`config.mk`:
```
export PLATFORM = sky130hd
export DESIGN_NAME = seq_mult16
export DESIGN_NICKNAME = d
export VERILOG_FILES = /design/src/rtl/seq_mult16_pkg.sv /design/src/rtl/seq_mult16_mag16.sv /design/src/rtl/seq_mult16.sv
export SDC_FILE = /design/constraint.sdc
export NUM_CORES = 1
export LEC_CHECK = 0
export ABC_AREA = 1
export BUFFER_PORTS_ARGS = -buffer_cell sky130_fd_sc_hd__buf_2
export CAP_MARGIN = 15
export CELL_PAD_IN_SITES_DETAIL_PLACEMENT = 1
export CELL_PAD_IN_SITES_GLOBAL_PLACEMENT = 1
export CORE_MARGIN = 2
export CORE_UTILIZATION = 41
export DETAILED_ROUTE_END_ITERATION = 8
export GPL_TIMING_DRIVEN = 0
export PLACE_DENSITY = 0.8
export SLEW_MARGIN = 20
export SYNTH_ARGS = -nofsm -noshare
export SYNTH_HDL_FRONTEND = slang
export SYNTH_HIERARCHICAL = 1
export SYNTH_SLANG_ARGS = --single-unit
export TNS_END_PERCENT = 100
```
`constraint.sdc`:
```
create_clock -name clk -period 13.2 [get_ports clk]
set_input_delay 1.32 -clock clk [delete_from_list [all_inputs] [get_ports clk]]
set_output_delay 1.32 -clock clk [all_outputs]
set_load 0.02 [all_outputs]
```
`src/rtl/seq_mult16_pkg.sv`:
```
// Shared types and constants for the iterative 16x16 multiplier.
// State encoding and iteration count live here.
package seq_mult16_pkg;

  localparam int WIDTH = 16;
  localparam int ITER  = 16;

  typedef enum logic [1:0] {
    IDLE,
    RUN,
    NEG,
    DONE
  } state_t;

endpackage

```
`src/rtl/seq_mult16_mag16.sv`:
```
// Arithmetic leaf cells: ones complement, 16-bit ripple-carry adder,
// and the operand magnitude unit built from them.
module onesComp (
  input  logic [15:0] x,
  output logic [15:0] y
);

  assign y = ~x;

endmodule

module sixteenbitrca (
  input  logic [15:0] a,
  input  logic [15:0] b,
  input  logic        cin,
  output logic [15:0] sum,
  output logic        cout
);

  logic [16:0] c;

  assign c[0] = cin;

  for (genvar i = 0; i < 16; i++) begin : g_fa
    assign sum[i]   = a[i] ^ b[i] ^ c[i];
    assign c[i+1]   = (a[i] & b[i]) |
                      (c[i] & (a[i] ^ b[i]));
  end

  assign cout = c[16];

endmodule

module mag16 (
  input  logic [15:0] value,
  input  logic        is_signed,
  output logic [15:0] mag
);

  logic [15:0] inv;
  logic [15:0] neg;
  logic        unused_cout;

  onesComp u_inv (
    .x (value),
    .y (inv)
  );

  // two's-complement negate: ~x + 1
  sixteenbitrca u_inc (
    .a    (inv),
    .b    (16'h0000),
    .cin  (1'b1),
    .sum  (neg),
    .cout (unused_cout)
  );

  assign mag = (is_signed & value[15]) ? neg : value;

endmodule

```
`src/rtl/seq_mult16.sv`:
```
// Radix-2 shift-and-add multiplier, one 16-bit add per cycle,
// with start/ready/done handshake and sign fix-up stage.
module seq_mult16 #(
  parameter int WIDTH = 16,
  parameter int CNT_W = 5
) (
  input  logic               clk,
  input  logic               reset,
  input  logic               start,
  input  logic               is_signed,
  input  logic [WIDTH-1:0]   a,
  input  logic [WIDTH-1:0]   b,
  output logic               ready,
  output logic               busy,
  output logic               done,
  output logic [2*WIDTH-1:0] product,
  output logic               overflow
);

  import seq_mult16_pkg::*;

  state_t             state;
  logic [WIDTH-1:0]   mcand;
  logic [WIDTH-1:0]   hi;
  logic [WIDTH-1:0]   lo;
  logic [CNT_W-1:0]   cnt;
  logic               neg;
  logic               sgn;

  logic [WIDTH-1:0]   a_mag;
  logic [WIDTH-1:0]   b_mag;
  logic [WIDTH-1:0]   addend;
  logic [WIDTH-1:0]   acc_sum;
  logic               acc_c;

  logic [WIDTH-1:0]   hi_n;
  logic [WIDTH-1:0]   lo_n;
  logic [WIDTH-1:0]   p_hi;
  logic [WIDTH-1:0]   p_lo;
  logic               p_lo_c;
  logic               unused_cout;

  logic [2*WIDTH-1:0] prod_next;
  logic               ovf_next;

  mag16 u_mag_a (
    .value     (a),
    .is_signed (is_signed),
    .mag       (a_mag)
  );

  mag16 u_mag_b (
    .value     (b),
    .is_signed (is_signed),
    .mag       (b_mag)
  );

  assign addend = lo[0] ? mcand : '0;

  sixteenbitrca u_acc (
    .a    (hi),
    .b    (addend),
    .cin  (1'b0),
    .sum  (acc_sum),
    .cout (acc_c)
  );

  onesComp u_inv_lo (
    .x (lo),
    .y (lo_n)
  );

  onesComp u_inv_hi (
    .x (hi),
    .y (hi_n)
  );

  // 32-bit negate as two chained 16-bit adds
  sixteenbitrca u_neg_lo (
    .a    (lo_n),
    .b    ('0),
    .cin  (1'b1),
    .sum  (p_lo),
    .cout (p_lo_c)
  );

  sixteenbitrca u_neg_hi (
    .a    (hi_n),
    .b    ('0),
    .cin  (p_lo_c),
    .sum  (p_hi),
    .cout (unused_cout)
  );

  assign prod_next = neg ? {p_hi, p_lo} : {hi, lo};

  assign ovf_next = sgn
    ? (prod_next[2*WIDTH-1:WIDTH]
       != {WIDTH{prod_next[WIDTH-1]}})
    : (|prod_next[2*WIDTH-1:WIDTH]);

  assign busy = ~ready;

  always_ff @(posedge clk or negedge reset) begin
    if (!reset) begin
      state    <= IDLE;
      mcand    <= '0;
      hi       <= '0;
      lo       <= '0;
      cnt      <= '0;
      neg      <= 1'b0;
      sgn      <= 1'b0;
      ready    <= 1'b1;
      done     <= 1'b0;
      product  <= '0;
      overflow <= 1'b0;
    end else begin
      done <= 1'b0;
      unique case (state)
        IDLE: begin
          if (start) begin
            mcand <= a_mag;
            lo    <= b_mag;
            hi    <= '0;
            cnt   <= '0;
            neg   <= is_signed &
                     (a[WIDTH-1] ^ b[WIDTH-1]);
            sgn   <= is_signed;
            ready <= 1'b0;
            state <= RUN;
          end
        end
        RUN: begin
          // 33-bit right shift of {carry, sum, lo}
          hi  <= {acc_c, acc_sum[WIDTH-1:1]};
          lo  <= {acc_sum[0], lo[WIDTH-1:1]};
          cnt <= cnt + 1'b1;
          if (cnt == CNT_W'(ITER - 1))
            state <= NEG;
        end
        NEG: begin
          product  <= prod_next;
          overflow <= ovf_next;
          state    <= DONE;
        end
        DONE: begin
          done  <= 1'b1;
          ready <= 1'b1;
          state <= IDLE;
        end
        default: state <= IDLE;
      endcase
    end
  end

endmodule

```
==> results.txt, run 1 <==
The number of buffers inserted during clock tree synthesis is 9. The post-route non-filler standard cell count is 1265. The aggregate routed wire length came out at 17600 µm.

The share of total power in combinational logic came out at 55.1%. Leaving out fill and tap cells, the most frequent cell in the layout is sky130_fd_sc_hd__nand2_1. The via count normalized by instance count came out at 4.56. The internal power of the cells came out at 900 µW. For this design, the slowest cell found on the critical path is sky130_fd_sc_hd__fa_1. The number of port buffers is 71.

In this run the deepest clock path goes through 2 buffers. The die span in y came out at 136 µm. For this run, the post-layout net count is 1158. The floorplan step defined a core boundary enclosing 17100 µm². The die is 136 µm wide. The kind of critical path is register to register. The number of design rule violations left after detail routing is 0.

Setup violations remaining at the end of the flow were counted as 0. The final weighted congestion in routability-driven placement came out at 0.776. The number of sinks driven by the clock tree came out at 92. By instance count, the cell type seen most on the critical path is sky130_fd_sc_hd__fa_2. TritonCTS built the clock tree. The run finished with clean final reports. The transition time at the pin with the least slew margin is 0.595 ns. The repair_antennas step left the layout with diodes totalling 0. Along the worst path, the maximum fanout reaches 2.

The time the worst path needs with I/O delays and setup came out at 12.78 ns. Fill cells in the final layout number 2189. Summed over all failing endpoints, the final setup total negative slack is 0 ns. 72 I/O pins were placed. The count of H-tree levels built during CTS came out at 3. The initial antenna violation count came to 0. The Yosys step of the flow raised 6 warnings. The class of the tightest hold or removal check is register to register.

The total congestion overflow came out at 0. The area overhead of the layout relative to synthesis came out at 17.7%. The number of rows created at floorplan came out at 48. The effective utilization at floorplan came out at 41.5%. The final count of pins violating max slew is 0. The data required time at the worst endpoint came out at 13.43 ns.

For this block, the initial DRC count from the detailed router was 159. The average wire per standard cell came out at 13.9 µm. A synthesized cell averages 7.99 µm². Setup repair after global routing left no endpoint under its margin. The power density of the placed cells came out at 206 nW/µm². The total routing resource utilization after global routing came out at 21.1%. Once detail routing completed, the nets flagged for antenna violations numbered 0. The fraction of the core area covered by cells at the end of the flow is 48.9%.

The maximum clock frequency came out at 78.2 MHz. The later-pin clock latency in the skew report is 0.35 ns. The data arrival at the endpoint of the critical path came out at 13.02 ns. Hold repair after CTS inserted 0 buffers. VDD sags by at most 0.0000835 V.

The total die area came out at 18400 µm². The number of max-capacitance violations reported is 0. The routed layout has 5764 vias. The leakage component of the power came out at 0.00449 µW.

Of the cells placed in the final design, the portion with a size suffix greater than 1 is 13.9%. In this run, placement finished with an instance count of 1249. In this run switching power makes up 47.9% of total power. Across the routed clock network, the largest skew measured is 0.00878 ns. The first-pass iteration count of the detailed router is 4. STA classifies the critical path startpoint as a register. The clock share of power came out at 15.6%. The top cell types in the final layout, fill and taps aside, are sky130_fd_sc_hd__nand2_1 (260), sky130_fd_sc_hd__inv_1 (187), sky130_fd_sc_hd__dfrtp_1 (91). Clock-pin slew was measured on the worst setup and hold paths at 0.07 ns.

STA classifies the critical path endpoint as a register. The clock tree root buffer cell is sky130_fd_sc_hd__clkbuf_16. The gate count after technology mapping came out at 890. The register share of total power came out at 29.3%. The count of final hold-check violations is 0. On the worst path, the slowest cell contributes a delay of 0.44 ns. The via count of the first global-routing pass came out at 6364. The net switching power of the design is 827 µW. The post-synthesis instance area came out at 7110 µm². Entering global routing, the biggest net connects 70 pins. The global-route wire length before repair came out at 30800 µm. The wire-length estimate of the detail-placed layout is 14000 µm. The final cycle utilization of the critical path came out at 96.9%.

The relative max-transition margin is 60.3%.
## per-layer routing
layer  wire, µm  GRT usage, %  vias to the layer above
li1           -             -                     2868
met1       8290          29.5                     2809
met2       8600          35.5                       78
met3        608          2.69                        9
met4        138          4.63                        0
met5          0             0                        -
## worst max-delay path, delay by kind of cell, from the launching register on
| family | cells | cell delay, ns |
|---|---|---|
| adder cells (fa/ha/maj) | 32 | 11.08 |
| buffers and inverters | 10 | 0.70 |
| flip-flops | 1 | 0.35 |
| AND/OR/NAND/NOR | 8 | 0.58 |
## through the flow
stage / cell area (µm²) / setup slack, ns / power [µW] / hold slack (ns)
floorplan: 7340 / 0.367 / 1150 / 0.449
global placement: 7980 / -0.260 / 1390 / 0.463
detailed placement: 8020 / -0.526 / 1440 / 0.468
CTS: 8350 / 0.0303 / 1740 / 0.485
global route: 8370 / 0.0212 / 1910 / 0.510
finish: 8370 / 0.416 / 1730 / 0.478
## state kept, by name (all words and copies together) (netlist names), 2 cells and up
register / flops
lo: 16
state: 2
mcand: 16
hi: 16
product: 32
cnt: 5
## layout make-up
class / count / area [µm²] / area share [%]
well taps: 225 / 282 / 3.36
clock buffers: 11 / 243 / 2.90
plain buffers: 44 / 302 / 3.60
inverters: 189 / 709 / 8.47
repair buffers: 72 / 389 / 4.65
multi-input cells: 627 / 4080 / 48.8
clock inverters: 5 / 61.3 / 0.732
flip-flops and latches: 92 / 2300 / 27.5
## power groups by stage
stage	clock [µW]	sequential, µW	combinational, µW
2_1_floorplan	0	541	608
3_3_place_gp	0	505	883
3_5_place_dp	0	511	933
4_1_cts	275	507	954
5_1_grt	286	527	1100
6_report	269	506	951
## worst paths after layout
check | start | endpoint | slack [ns] | cells after the start
worst min register to register | product[20] | product[20] | 0.48 | 2
worst max register to register | lo[0] | overflow | 0.42 | 50
min in group asynchronous | reset | state[0] | 0.82 | 1
worst max-delay path | lo[0] | overflow | 0.42 | 50
worst min-delay path | product[20] | product[20] | 0.48 | 2
max in group asynchronous | reset | product[29] | 11.78 | 2
## repair_timing
action,in CTS,in global routing
endpoints found under the setup margin,2,2
gates resized for setup,12,9
buffers inserted,0,0
gates cloned,0,0
pin swaps,0,0
(Power assumes the default switching activity.)
==> inputs of run 2 (changes only) <==
--- a/config.mk
+++ b/config.mk
@@ -6,7 +6,7 @@
 export NUM_CORES = 1
 export LEC_CHECK = 0
 export ABC_AREA = 1
-export BUFFER_PORTS_ARGS = -buffer_cell sky130_fd_sc_hd__buf_2
+export BUFFER_PORTS_ARGS = -buffer_cell sky130_fd_sc_hd__buf_4
 export CAP_MARGIN = 15
 export CELL_PAD_IN_SITES_DETAIL_PLACEMENT = 1
 export CELL_PAD_IN_SITES_GLOBAL_PLACEMENT = 1
==> run 2 against run 1 <==
Fmax is 1.5% higher. Clock power down 2%. Wire length down 2.4%. Critical path type unchanged. First-iteration DRC count increased by 52%. Via count up 0.14%. Design area up 1.7%.
==> results.txt, run 2 (same netlist as run 1, synthesis figures left out) <==
The initial antenna violation count is 0 (unchanged). The global-route wire length before repair came out at 30000 µm (was 30800 µm). The area overhead of the layout relative to synthesis is 19.7% (was 17.7%). The TritonCTS clock tree is yes (unchanged).

Commonest cells after routing, fill and taps aside: sky130_fd_sc_hd__nand2_1 (260), sky130_fd_sc_hd__inv_1 (187), sky130_fd_sc_hd__dfrtp_1 (91) (unchanged). The number of flip-flops in the largest register came out at 32 (unchanged). The most common cell after layout, fill and taps aside is sky130_fd_sc_hd__nand2_1 (unchanged). The number of design rule violations left after detail routing came out at 0 (unchanged).

The time the worst path needs with I/O delays and setup is 12.60 ns (was 12.78 ns). The average wire per standard cell came out at 13.6 µm (was 13.9 µm). The clock share of power was 15.1% (was 15.6%). The fill cell total of the finished layout is 2165 (was 2189). The count of final setup violators came to 0 (unchanged). The number of max-capacitance violations reported is 0 (unchanged). The die span in y was 136 µm (unchanged). The highest net fanout along the worst path is 2 (unchanged). The initial detailed-routing violation count is 241 (was 159). The final weighted congestion in routability-driven placement is 0.780 (was 0.776).

The largest stage delay on the critical path is 0.40 ns (was 0.44 ns). The later-pin clock latency in the skew report came out at 0.35 ns (about the same). The net switching share of the total power came to 47.0% (was 47.9%).

The count of final hold-check violations is 0 (unchanged). The total die area was 18400 µm² (unchanged). The met3 usage came out at 2.58% (was 2.69%). The number of sinks driven by the clock tree came out at 92 (unchanged). The count of H-tree levels built during CTS was 3 (unchanged). Unrepaired setup endpoints after global routing: no (unchanged). The number of port buffers came to 71 (unchanged). The power density of the placed cells is 204 nW/µm² (was 206 nW/µm²).

The final HPWL from detailed placement came out at 13800 µm (was 14000 µm). The aggregate routed wire length came to 17200 µm (was 17600 µm). The share of post-route cells with drive strength above 1 is 13.9% (about the same). The footprint of the flip-flops and latches is 2300 µm² (unchanged). The clock tree root buffer cell is sky130_fd_sc_hd__clkbuf_16 (unchanged). The most used routing layer is met2 (unchanged). The maximum buffer depth of the clock tree was 2 (unchanged). The final count of pins violating max slew is 0 (unchanged). The vias after detailed routing is 5772 (was 5764). The global routing met2 resource utilization was 33.4% (was 35.5%).

The hold buffer count at cts is 0 (unchanged). The met1 global-route usage came out at 29.6% (was 29.5%). The area occupied by multi-input gates was 4090 µm² (was 4080 µm²).

The most prevalent standard cell on the critical path is sky130_fd_sc_hd__fa_2 (unchanged). The final design instance area without fill is 8510 µm² (was 8370 µm²). The relative max-transition margin is 43.4% (was 60.3%). The class of the tightest hold or removal check is register to register (unchanged). The final worst hold slack came out at 0.480 ns (was 0.478 ns). The share of total power in combinational logic came out at 55.5% (was 55.1%). The net switching power of the design is 818 µW (was 827 µW). The I/O pin total is 72 (unchanged). The via count of the first global-routing pass came out at 6187 (was 6364). The remaining antenna violation count is 0 (unchanged). The number of rows created at floorplan came out at 48 (unchanged). The fraction of the core area covered by cells at the end of the flow is 49.7% (was 48.9%). The largest net degree at the start of global routing came to 93 (was 70).

The maximum clock frequency came out at 79.4 MHz (was 78.2 MHz). The total congestion overflow is 0 (unchanged). The floorplan die width is 136 µm (unchanged). The first-pass iteration count of the detailed router is 4 (unchanged). The transition time at the pin with the least slew margin came out at 0.849 ns (was 0.595 ns).

The largest vdd supply drop is 0.0000674 V (was 0.0000835 V). The antenna diode count was 0 (unchanged). The placed standard-cell area came out at 8160 µm² (was 8020 µm²). The clock skew after layout is 0.00886 ns (was 0.00878 ns).

The internal power of the cells is 923 µW (was 900 µW). The critical path's top delay family is adder cells (unchanged). The total routing resource utilization after global routing is 20.7% (was 21.1%).

The count of buffering cells on the critical path with inverters included came out at 10 (unchanged). The critical path endpoint category is a register (unchanged). The register share of total power came out at 29.3% (about the same). The kind of start point of the critical path is a register (unchanged).

Outcome: finished clean (unchanged). The leakage component of the power is 0.00453 µW (was 0.00449 µW). The effective utilization at floorplan came out at 41.5% (unchanged). The number of buffers inserted during clock tree synthesis was 9 (unchanged). The clock transition at the registers of the reported paths is 0.06 ns (was 0.07 ns). The kind of critical path was register to register (unchanged). The data arrival at the endpoint of the critical path came out at 12.84 ns (was 13.02 ns).

The total core area is 17100 µm² (unchanged). The data required time at the worst endpoint came to 13.44 ns (was 13.43 ns). The via count normalized by instance count came out at 4.57 (was 4.56). The register ranked first by flip-flop count was product (unchanged). The final cycle utilization of the critical path came out at 95.5% (was 96.9%). The cell with the largest stage delay on the worst path was sky130_fd_sc_hd__fa_1 (unchanged). The total design power is 1740 µW (was 1730 µW). The count of nets after finishing is 1157 (was 1158).
## run 2: cell types whose count changed in the layout (fill, tap and decap cells not counted)
cell                         change
sky130_fd_sc_hd__buf_2          -70
sky130_fd_sc_hd__fa_1            -1
sky130_fd_sc_hd__buf_16          -1
sky130_fd_sc_hd__clkinv_2        +2
sky130_fd_sc_hd__fa_2            +1
sky130_fd_sc_hd__clkinvlp_4      -3
sky130_fd_sc_hd__clkbuf_1        +1
sky130_fd_sc_hd__inv_6           -1
sky130_fd_sc_hd__buf_4          +70
sky130_fd_sc_hd__clkinv_4        +1
## run 2: final timing paths
| path | from | to | slack [ns] | depth (start not counted) |
|---|---|---|---|---|
| min in group asynchronous | reset | lo[15] | 1.05 | 1 |
| worst min register to register | mcand[15] | mcand[15] | 0.48 | 2 |
| worst max register to register | lo[0] | overflow | 0.60 | 50 |
| max in group asynchronous | reset | hi[9] | 11.58 | 1 |
| worst max-delay path | lo[0] | overflow | 0.60 | 50 |
| worst min-delay path | mcand[15] | mcand[15] | 0.48 | 2 |
## run 2: what timing repair did
action	in CTS	in global routing
pin swaps	0	1
setup buffers	0	0
resized for setup	10	12
setup endpoints to repair	2	2
## run 2: power groups by stage
stage / Combinational, µW / Sequential, µW / Clock, µW
after global placement: 912 / 507 / 0
after global routing: 1120 / 530 / 283
after detailed placement: 956 / 515 / 0
after CTS: 971 / 511 / 271
final: 966 / 511 / 264
after floorplan: 608 / 541 / 0
## run 2: worst register-to-register path, delay by kind of cell (launching register included)
family	cells	cell delay, ns
DFF	1	0.35
and+or+nand+nor	8	0.60
buffers and inverters	10	0.66
adders and majority gates	32	10.90
## run 2: through the flow
step                      worst slack [ns]  std cells  setup TNS [ns]
after floorplan                      0.367        952               0
after global placement              -0.248       1248          -0.248
after detailed placement            -0.452       1248          -0.552
after CTS                           0.0219       1264               0
after global routing                0.0329       1264               0
final                                0.600       1264               0
## run 2: area by class of cell
type / instances / share of cell area (%)
sequential: 92 / 27.1
inverter: 189 / 8.33
clock inverter: 4 / 0.573
timing repair buffer: 71 / 6.31
buffer: 44 / 3.54
clock buffer: 12 / 2.90
tap: 225 / 3.31
multi-input combinational: 627 / 48.0
## run 2: routing by layer
layer	wire length (µm)	part of all wire, %	vias up
li1	-	-	2862
met1	8380	49	2830
met2	8230	48	71
met3	414	2.4	9
met4	177	1.0	0
met5	0	0	-
==> inputs of run 3 (changes only) <==
--- a/config.mk
+++ b/config.mk
@@ -14,7 +14,7 @@
 export CORE_UTILIZATION = 41
 export DETAILED_ROUTE_END_ITERATION = 8
 export GPL_TIMING_DRIVEN = 0
-export PLACE_DENSITY = 0.8
+export PLACE_DENSITY_LB_ADDON = 0.1
 export SLEW_MARGIN = 20
 export SYNTH_ARGS = -nofsm -noshare
 export SYNTH_HDL_FRONTEND = slang
==> run 3 against run 2 <==
Highest routed layer unchanged. Global-route usage shrank 0.51 points. Critical path type unchanged. Setup slack lost 0.036 ns. Worst hold slack gained 0.0022 ns. Via count shrank 2.8%. Non-clock buffer count is the same. Utilization shrank 0.066 points. Design area shrank 0.13%. Sequential cell count is the same. Die area is the same. Combinational power shrank 0.4%.
==> results.txt, run 3 (same netlist as run 1, synthesis figures left out) <==
The total core area was 17100 µm² (unchanged). The final count of pins violating max slew came to 0 (unchanged). The data arrival at the endpoint of the critical path is 12.86 ns (was 12.84 ns).

The relative max-transition margin is 43.5% (was 43.4%). The depth of the worst register-to-register path is 50 (unchanged). The leakage component of the power was 0.00452 µW (was 0.00453 µW). The area occupied by multi-input gates came out at 4080 µm² (was 4090 µm²). The number of sinks driven by the clock tree came out at 92 (unchanged). The number of instances on the worst hold path is 2 (unchanged). The final design instance area without fill came out at 8500 µm² (was 8510 µm²). The number of max-capacitance violations reported came out at 0 (unchanged). The number of flip-flops in the largest register is 32 (unchanged). The later-pin clock latency in the skew report is 0.34 ns (was 0.35 ns). The transition time at the pin with the least slew margin was 0.847 ns (was 0.849 ns). The placed standard-cell area is 8160 µm² (unchanged). The die span in y came to 136 µm (unchanged). The vias after detailed routing came out at 5610 (was 5772). The clock tree root buffer cell is sky130_fd_sc_hd__clkbuf_16 (unchanged). The remaining antenna violation count is 0 (unchanged).

The fill cell total of the finished layout is 2228 (was 2165). The reg-to-reg critical path startpoint is lo[0] (unchanged). The total negative setup slack came out at 0 ns (unchanged). The largest vdd supply drop came out at 0.0000876 V (was 0.0000674 V). The via count normalized by instance count was 4.44 (was 4.57).

The total routing resource utilization after global routing is 20.2% (was 20.7%). The largest stage delay on the critical path came out at 0.41 ns (was 0.40 ns). The number of design rule violations left after detail routing came to 0 (unchanged). The largest net degree at the start of global routing is 93 (unchanged). The count of H-tree levels built during CTS came out at 3 (unchanged). The kind of critical path is register to register (unchanged). The number of buffers inserted by post-CTS setup repair came out at 0 (unchanged). The cell with the largest stage delay on the worst path is sky130_fd_sc_hd__fa_1 (unchanged). The critical path endpoint category is a register (unchanged).

The average wire per standard cell is 13.3 µm (was 13.6 µm). The count of nets after finishing came out at 1157 (unchanged). The most common cell after layout, fill and taps aside is sky130_fd_sc_hd__nand2_1 (unchanged). The most prevalent standard cell on the critical path is sky130_fd_sc_hd__fa_2 (unchanged).

The worst-case setup slack after placement came to -0.457 ns (was -0.452 ns). The number of rows created at floorplan came out at 48 (unchanged). The number of port buffers was 71 (unchanged).

The launching element of the worst setup path is lo[0] (unchanged). The aggregate routed wire length was 16800 µm (was 17200 µm). The total congestion overflow is 0 (unchanged). The floorplan die width is 136 µm (unchanged). The destination of the worst register-to-register timing path is overflow (unchanged). The critical path capture point was overflow (unchanged). The antenna diode count came to 0 (unchanged).

Unrepaired setup endpoints after global routing: no (unchanged). The count of final setup violators came out at 0 (unchanged). The internal reg-to-reg setup slack came out at 0.56 ns (was 0.60 ns). The total die area is 18400 µm² (unchanged). The area overhead of the layout relative to synthesis came out at 19.5% (was 19.7%). The maximum clock frequency is 79.1 MHz (was 79.4 MHz). The data required time at the worst endpoint is 13.43 ns (was 13.44 ns). The initial antenna violation count came out at 0 (unchanged). The register ranked first by flip-flop count is product (unchanged).

The final HPWL from detailed placement came out at 13600 µm (was 13800 µm). The maximum buffer depth of the clock tree was 2 (unchanged). The final worst setup slack came out at 0.564 ns (was 0.600 ns).

The class of the tightest hold or removal check is register to register (unchanged). The TritonCTS clock tree is yes (unchanged). The clock skew after layout came out at 0.00767 ns (was 0.00886 ns).

The highest net fanout along the worst path is 2 (unchanged). The power density of the placed cells came out at 203 nW/µm² (was 204 nW/µm²). The footprint of the flip-flops and latches was 2300 µm² (unchanged).

The initial detailed-routing violation count came out at 169 (was 241). The number of buffers inserted during clock tree synthesis is 9 (unchanged). The effective utilization at floorplan was 41.5% (unchanged).

The final cycle utilization of the critical path came out at 95.7% (was 95.5%). The first-pass iteration count of the detailed router is 4 (unchanged). The global-route wire length before repair is 29200 µm (was 30000 µm).

The origin of the worst min-delay path was mcand[5] (was mcand[15]). The kind of start point of the critical path is a register (unchanged). The clock transition at the registers of the reported paths was 0.07 ns (was 0.06 ns).

The total design power came out at 1730 µW (was 1740 µW). Outcome: finished clean (unchanged). The I/O pin total came out at 72 (unchanged).

The count of final hold-check violations came out at 0 (unchanged). Commonest cells after routing, fill and taps aside: sky130_fd_sc_hd__nand2_1 (260), sky130_fd_sc_hd__inv_1 (187), sky130_fd_sc_hd__dfrtp_1 (91) (unchanged). The via count of the first global-routing pass was 5944 (was 6187). The time the worst path needs with I/O delays and setup came out at 12.64 ns (was 12.60 ns). The share of post-route cells with drive strength above 1 came out at 13.7% (was 13.9%). The final weighted congestion in routability-driven placement came out at 0.762 (was 0.780).
-- run 3: cell count changes in the layout (fill, tap and decap cells not counted) --
| cell | previous run | this run |
|---|---|---|
| sky130_fd_sc_hd__clkbuf_1 | 21 | 22 |
| sky130_fd_sc_hd__clkbuf_8 | 5 | 4 |
| sky130_fd_sc_hd__clkinv_2 | 2 | 1 |
| sky130_fd_sc_hd__clkinv_4 | 1 | 0 |
| sky130_fd_sc_hd__clkinvlp_4 | 0 | 2 |
| sky130_fd_sc_hd__fa_1 | 58 | 59 |
| sky130_fd_sc_hd__fa_2 | 22 | 21 |
-- run 3: power breakdown --
group	total, µW	switching (µW)	internal, µW
Combinational	962	603	359
Sequential	508	96.9	411
Clock	258	111	147
-- run 3: layout make-up --
cell class,instances,area share (%)
multi-input combinational,627,48.0
sequential,92,27.1
inverter,189,8.34
timing repair buffer,71,6.31
buffer,44,3.55
tap,225,3.31
clock buffer,12,2.78
clock inverter,4,0.589
-- run 3: how the worst min path moves through the flow --
stage,end
global placement,mcand[6]
detailed placement,mcand[14]
CTS,mcand[14]
floorplan,mcand[0]
finish,mcand[5]
global route,product[4]
-- run 3: per-stage QoR --
step	hold slack, ns	instances	utilization [%]
after global placement	0.463	1248	47.7
after global routing	0.511	1264	49.7
after floorplan	0.449	952	-
after detailed placement	0.467	1248	47.7
final	0.483	1264	49.7
after CTS	0.485	1264	49.5
-- run 3: worst max-delay path: cells and delay by family (launching register included) --
family	cells	cell delay (ns)
adders and majority gates	32	10.89
buffers and inverters	10	0.71
DFF	1	0.35
and+or+nand+nor	8	0.55
-- run 3: timing repair --
action	in CTS	in global routing
endpoints found under the setup margin	2	2
hold buffers	0	0
resized for setup	10	11
-- run 3: layer usage --
layer	vias up	global-route usage, %	wire length [µm]
li1	2861	-	-
met2	70	32.5	7850
met5	-	0	0
met1	2673	29.6	8490
met3	6	2.36	372
met4	0	3.99	102
